`src/rtl/stopwatch_lap.sv`:
```
// Stopwatch with lap freeze, preset load and up/down counting.
// Live time and lap snapshot are held as BCD mm:ss.cc; the display is registered.
module stopwatch_lap #(
    parameter int TICK_DIV = 500000,
    parameter int MIN_MAX  = 60
) (
    input  logic        clk,
    input  logic        rst_n,
    input  logic        start_stop_p,
    input  logic        lap_p,
    input  logic        load_p,
    input  logic        dir_down,
    input  logic [6:0]  preset_min,
    input  logic [5:0]  preset_sec,
    output logic [23:0] disp_bcd,
    output logic        running,
    output logic        lap_active,
    output logic        tick,
    output logic        done
);

    localparam int              PW         = $clog2(TICK_DIV);
    localparam logic [PW-1:0]   PRESC_LAST = PW'(TICK_DIV - 1);
    localparam logic [3:0]      MAX_MT     = 4'((MIN_MAX - 1) / 10);
    localparam logic [3:0]      MAX_MU     = 4'((MIN_MAX - 1) % 10);
    localparam logic [6:0]      MIN_LAST   = 7'(MIN_MAX - 1);

    typedef struct packed {
        logic [3:0] mt;
        logic [3:0] mu;
        logic [3:0] st;
        logic [3:0] su;
        logic [3:0] ct;
        logic [3:0] cu;
    } bcd_time_t;

    typedef enum logic {ST_STOP, ST_RUN} state_t;

    state_t        state_q, state_d;
    bcd_time_t     live_q, live_d, snap_q, snap_d, preset_t;
    logic [PW-1:0] presc_q, presc_d;
    logic          lap_q, lap_d, dir_q, dir_d;
    logic [23:0]   disp_q;
    logic          live_zero, live_one, start_ok;
    logic [6:0]    min_sat;
    logic [5:0]    sec_sat;

    function automatic bcd_time_t time_inc(input bcd_time_t t);
        bcd_time_t r;
        r = t;
        if (t.cu != 4'd9) r.cu = t.cu + 4'd1;
        else begin
            r.cu = 4'd0;
            if (t.ct != 4'd9) r.ct = t.ct + 4'd1;
            else begin
                r.ct = 4'd0;
                if (t.su != 4'd9) r.su = t.su + 4'd1;
                else begin
                    r.su = 4'd0;
                    if (t.st != 4'd5) r.st = t.st + 4'd1;
                    else begin
                        r.st = 4'd0;
                        if (t.mt == MAX_MT && t.mu == MAX_MU) begin
                            r.mt = 4'd0;
                            r.mu = 4'd0;
                        end else if (t.mu != 4'd9) r.mu = t.mu + 4'd1;
                        else begin
                            r.mu = 4'd0;
                            r.mt = t.mt + 4'd1;
                        end
                    end
                end
            end
        end
        return r;
    endfunction

    // Only called on a non-zero time, so the minute tens never underflow.
    function automatic bcd_time_t time_dec(input bcd_time_t t);
        bcd_time_t r;
        r = t;
        if (t.cu != 4'd0) r.cu = t.cu - 4'd1;
        else begin
            r.cu = 4'd9;
            if (t.ct != 4'd0) r.ct = t.ct - 4'd1;
            else begin
                r.ct = 4'd9;
                if (t.su != 4'd0) r.su = t.su - 4'd1;
                else begin
                    r.su = 4'd9;
                    if (t.st != 4'd0) r.st = t.st - 4'd1;
                    else begin
                        r.st = 4'd5;
                        if (t.mu != 4'd0) r.mu = t.mu - 4'd1;
                        else begin
                            r.mu = 4'd9;
                            r.mt = t.mt - 4'd1;
                        end
                    end
                end
            end
        end
        return r;
    endfunction

    assign live_zero = (live_q == bcd_time_t'(24'h000000));
    assign live_one  = (live_q == bcd_time_t'(24'h000001));
    assign start_ok  = !(dir_down && live_zero);

    always_comb begin
        min_sat  = (preset_min > MIN_LAST) ? MIN_LAST : preset_min;
        sec_sat  = (preset_sec > 6'd59) ? 6'd59 : preset_sec;
        preset_t = '{mt: 4'(min_sat / 7'd10), mu: 4'(min_sat % 7'd10),
                     st: 4'(sec_sat / 6'd10), su: 4'(sec_sat % 6'd10),
                     ct: 4'd0, cu: 4'd0};
    end

    // NOTE: sequential state uses <= so every register samples pre-edge values.
    always_ff @(posedge clk or negedge rst_n) begin
        if (!rst_n) state_q <= ST_STOP;
        else        state_q <= state_d;
    end

    // NOTE: every output gets a default first, so no path can infer a latch.
    always_comb begin
        state_d = state_q;
        case (state_q)
            ST_STOP: if (start_stop_p && start_ok)  state_d = ST_RUN;
            ST_RUN:  if (start_stop_p || done)      state_d = ST_STOP;
            default: state_d = ST_STOP;
        endcase
    end

    always_comb begin
        running    = (state_q == ST_RUN);
        lap_active = lap_q;
        tick       = running && (presc_q == PRESC_LAST);
        done       = tick && dir_q && live_one;
    end

    // Tick is applied before pulse handling, so a stop in the tick cycle still counts it.
    always_comb begin
        live_d  = live_q;
        snap_d  = snap_q;
        lap_d   = lap_q;
        presc_d = presc_q;
        dir_d   = dir_q;
        if (running) presc_d = tick ? '0 : presc_q + 1'b1;
        if (tick)    live_d  = dir_q ? time_dec(live_q) : time_inc(live_q);
        if (start_stop_p) begin
            if (!running && start_ok) dir_d = dir_down;
        end else if (lap_p) begin
            if (running) begin
                lap_d = !lap_q;
                if (!lap_q) snap_d = live_q;
            end else if (lap_q) begin
                lap_d = 1'b0;
            end else begin
                live_d  = '0;
                presc_d = '0;
            end
        end else if (load_p && !running) begin
            live_d  = preset_t;
            presc_d = '0;
        end
    end

    always_ff @(posedge clk or negedge rst_n) begin
        if (!rst_n) begin
            live_q  <= '0;
            snap_q  <= '0;
            lap_q   <= 1'b0;
            presc_q <= '0;
            dir_q   <= 1'b0;
            disp_q  <= '0;
        end else begin
            live_q  <= live_d;
            snap_q  <= snap_d;
            lap_q   <= lap_d;
            presc_q <= presc_d;
            dir_q   <= dir_d;
            disp_q  <= lap_q ? snap_q : live_q;
        end
    end

    assign disp_bcd = disp_q;

endmodule

```
`config.mk`:
```
export PLATFORM = sky130hd
export DESIGN_NAME = stopwatch_lap
export DESIGN_NICKNAME = d
export VERILOG_FILES = /design/src/rtl/stopwatch_lap.sv
export SDC_FILE = /design/constraint.sdc
export NUM_CORES = 1
export LEC_CHECK = 0
export ABC_AREA = 0
export BUFFER_PORTS_ARGS = -buffer_cell sky130_fd_sc_hd__buf_2
export CAP_MARGIN = 0
export CORE_ASPECT_RATIO = 1.1
export CORE_MARGIN = 10
export CORE_UTILIZATION = 40
export DETAILED_ROUTE_END_ITERATION = 8
export PLACE_DENSITY = 0.55
export SKIP_LAST_GASP = 1
export SLEW_MARGIN = 25
export SYNTH_ARGS = -nofsm -noshare
export SYNTH_HDL_FRONTEND = slang
export SYNTH_SLANG_ARGS = --single-unit
```
`constraint.sdc`:
```
create_clock -name clk -period 6.05 [get_ports clk]
set_input_delay 0.605 -clock clk [delete_from_list [all_inputs] [get_ports clk]]
set_output_delay 0.605 -clock clk [all_outputs]
set_load 0.01 [all_outputs]
```
==> results.md <==
- Largest net degree at the start of global routing: between 60 and 70
- Setup WS pre-CTS: around 2400 ps
- Crit. End Element: output port
- Wire per inst: 16.4 um
- Critical path's largest stage delay: between 800 and 900 ps
- CP bufs+invs: 1
- Gr busiest metal: met2
- Via density: between 5 and 6
- Yosys warns: 0
- Top FF cell, synth: dfrtp_1
- Vias in the first global route: 4646
- Die Span Y: roughly 150 um
- Die area: around 0.020 mm^2
- First-pass GRT wire length: about 24000 um
- Critical path's top delay family: simple AND/OR/NAND/NOR gates
- Final #Nets: between 700 and 800
- Maxcap violations: 0
- CP Launch Type: flip-flop
- Area delta synth->final: 11.3%
- Worst hold path class: in2async
- Clk network pwr share: a little under a third
- Critical Path Slowest Stage Cell: or4_1
- Syn_area_per_cell: roughly 9 um^2
- First drt pass iteration count: 5
- Power per cell area: between 200 and 300 mW/mm^2
- H-tree levels: 3
- Total gr overflow: 0
- GR Util met1: 19.2%
- Setup violators final: 0
- Via Count: 4899
- Switch Pwr: around 630 uW
- Combinational power share: about a quarter
- Commonest non-fill, non-tap cell in the layout: dfrtp_1
- Fillers: 1442
- Total negative slack: 0 ps
- Slew HR: between 40 and 50%
- Synthesized Nets: slightly below 700
- CTS Hold Bufs: 0
- HPWL after DPL: between 10000 and 15000 um
- Seq/Total Area, Yosys: around two fifths
- Top-level I/O count: 47
- Asr flop ratio synth: 100%
- Layout Skew: about 7 ps
- Pin slew with the least headroom to its limit: 838 ps
- Tmin final: ~3400 ps
- Initial antenna violation count: 0
- Most frequent cells in the layout: dfrtp_1 (94), nor2_1 (65), nand2_1 (57)
- RePlAce Congestion: around 0.94
- Sw Ratio: 32.4%
- Number of port buffers: 46
- Status: completed
- GRT Total Usage: approximately 15%
- Initial DRC count: between 200 and 300
- Final Hold Fails: 0
- Met3 usage: under 10%
- RSZ-0062 raised after global routing: false
- CTS root buffer: clkbuf_16
- Finished Layout Cells: 875
- CORE AREA: ~0.014 mm^2
- Initial cell density of the core: between 40% and 50%
- Fin crit share: about 56%
- Top cells by area, synth: dfrtp_1 (40%), mux2_2 (8.3%), o21ai_0 (4.8%)
- Post-DRT Antenna Nets: 0
- Final WL: 14400 um
- Top cell type's share of synthesized area: 40.3%
- Cell taking the most area after synthesis: dfrtp_1
- Crit path max fanout: 13
- Bufs on Longest Clock Path: 2
- Slew Viols, Final: 0
- Critical Path, Cell by Cell: nand4_1 -> or4_1 -> nor4_1 -> buf_2
- Post-CTS Repair Setup Buffers: 0
- Final hold slack: about 200 ps
- DIE WIDTH: ~140 um
- Inst Count DP: about 860
- LEAKAGE: 0.00276 uW
- CTS tree: built
- Number of enable flip-flop cells after synthesis: 0
- Critical Path AT: 2780 ps
- Fin util: a little under half
- Cells after synthesis: around 660
- Data required time of the worst path: between 5000 and 6000 ps
- TritonCTS Sinks: between 90 and 100
- Crit path kind: reg2out
- CTS Buf Count: 9
- Flop pwr share: 43.9%
- Worst setup margin: 2670 ps
- # diodes: 0
- Routing usage on met2: 22.7%
- Peak Freq: roughly 300 MHz
- Clk slew on worst S/H paths: roughly 70 ps
- Clock Latency Late Sink: about 350 ps
- Synth unique cells: 63
- P_int: approximately 1300 uW
- Layout cell share with drive strength beyond 1: 18.2%
- Synthesized area: about 0.0058 mm^2
- Post-route DRC: 0
- Cell Rows: 46
- Post-CTS Resized: 0
- Peak VDD IR: 0.119 mV
- Synthesized flop and latch total: 94
cell usage after synthesis, types with 4 or more instances:
cell type	n
xnor2_1	11
nor3b_1	5
a31oi_1	6
o21ai_0	56
o311ai_0	6
and3_1	10
or3_1	12
o22ai_1	9
and4bb_2	5
nand2b_1	13
nand3_1	29
o21ai_1	4
a21oi_1	37
nor3_1	12
nor4_1	8
clkbuf_1	38
mux2i_1	5
xor2_1	14
nor2b_1	9
dfrtp_1	94
and2_1	4
nand4_1	11
nor2_1	65
mux2_2	43
nand2_1	57
a21boi_0	4
inv_1	15
ha_1	11
final cells by class:
type	count	area, um^2	share of cell area (%)
well taps	192	240	3.70
inverters	15	56.3	0.867
flip-flops and latches	94	2350	36.2
multi-input cells	507	3260	50.3
clock inverters	4	53.8	0.829
clock buffers	12	256	3.95
repair buffers	51	270	4.16
stage by stage:
step	cell area, um^2	total power (uW)
after floorplan	5830	1210
after global placement	6180	1350
after detailed placement	6180	1370
after CTS	6490	1970
after global routing	6490	2070
final	6490	1950
registers in the layout (all words and copies together), names as in the netlist:
name,count
dir_q,1
disp_bcd,24
lap_active,1
live_q,24
presc_q,19
running,1
snap_q,24
routing by layer:
metal	routed length (um)	vias to the layer above	part of all wire [%]
met3	755	18	5.3
li1	-	2432	-
met1	6680	2336	47
met2	6640	113	46
met4	285	0	2.0
met5	0	-	0
path summary, 6_finish.rpt:
path                                 to  slack [ps]  cells after the start  startpoint
max in group asynchronous  disp_bcd[17]        4730                      2       rst_n
hold / removal             disp_bcd[23]         200                      1       rst_n
hold reg to reg              snap_q[15]         500                      1  snap_q[15]
setup / recovery                   done        2670                      4     running
setup reg to reg             live_q[19]        3140                      7     running
min in group clk             snap_q[15]         500                      1  snap_q[15]
kinds of logic after synthesis:
family | after synthesis | synth area share (%)
xor gates and xnor gates | 25 | 3.75
DFF | 94 | 40.3
adders and majority gates | 11 | 2.36
muxes | 48 | 9.16
and+or+nand+nor | 265 | 24.2
buffers and inverters | 57 | 3.73
AOI/OAI and AO/OA | 158 | 16.5
power by group through the flow:
stage / Combinational (uW) / Clock [uW] / Sequential (uW)
2_1_floorplan: 365 / 0 / 841
3_3_place_gp: 491 / 0 / 858
3_5_place_dp: 504 / 0 / 864
4_1_cts: 507 / 606 / 854
5_1_grt: 565 / 634 / 875
6_report: 502 / 590 / 855
No activity file was read; power rests on OpenSTA's default activity.
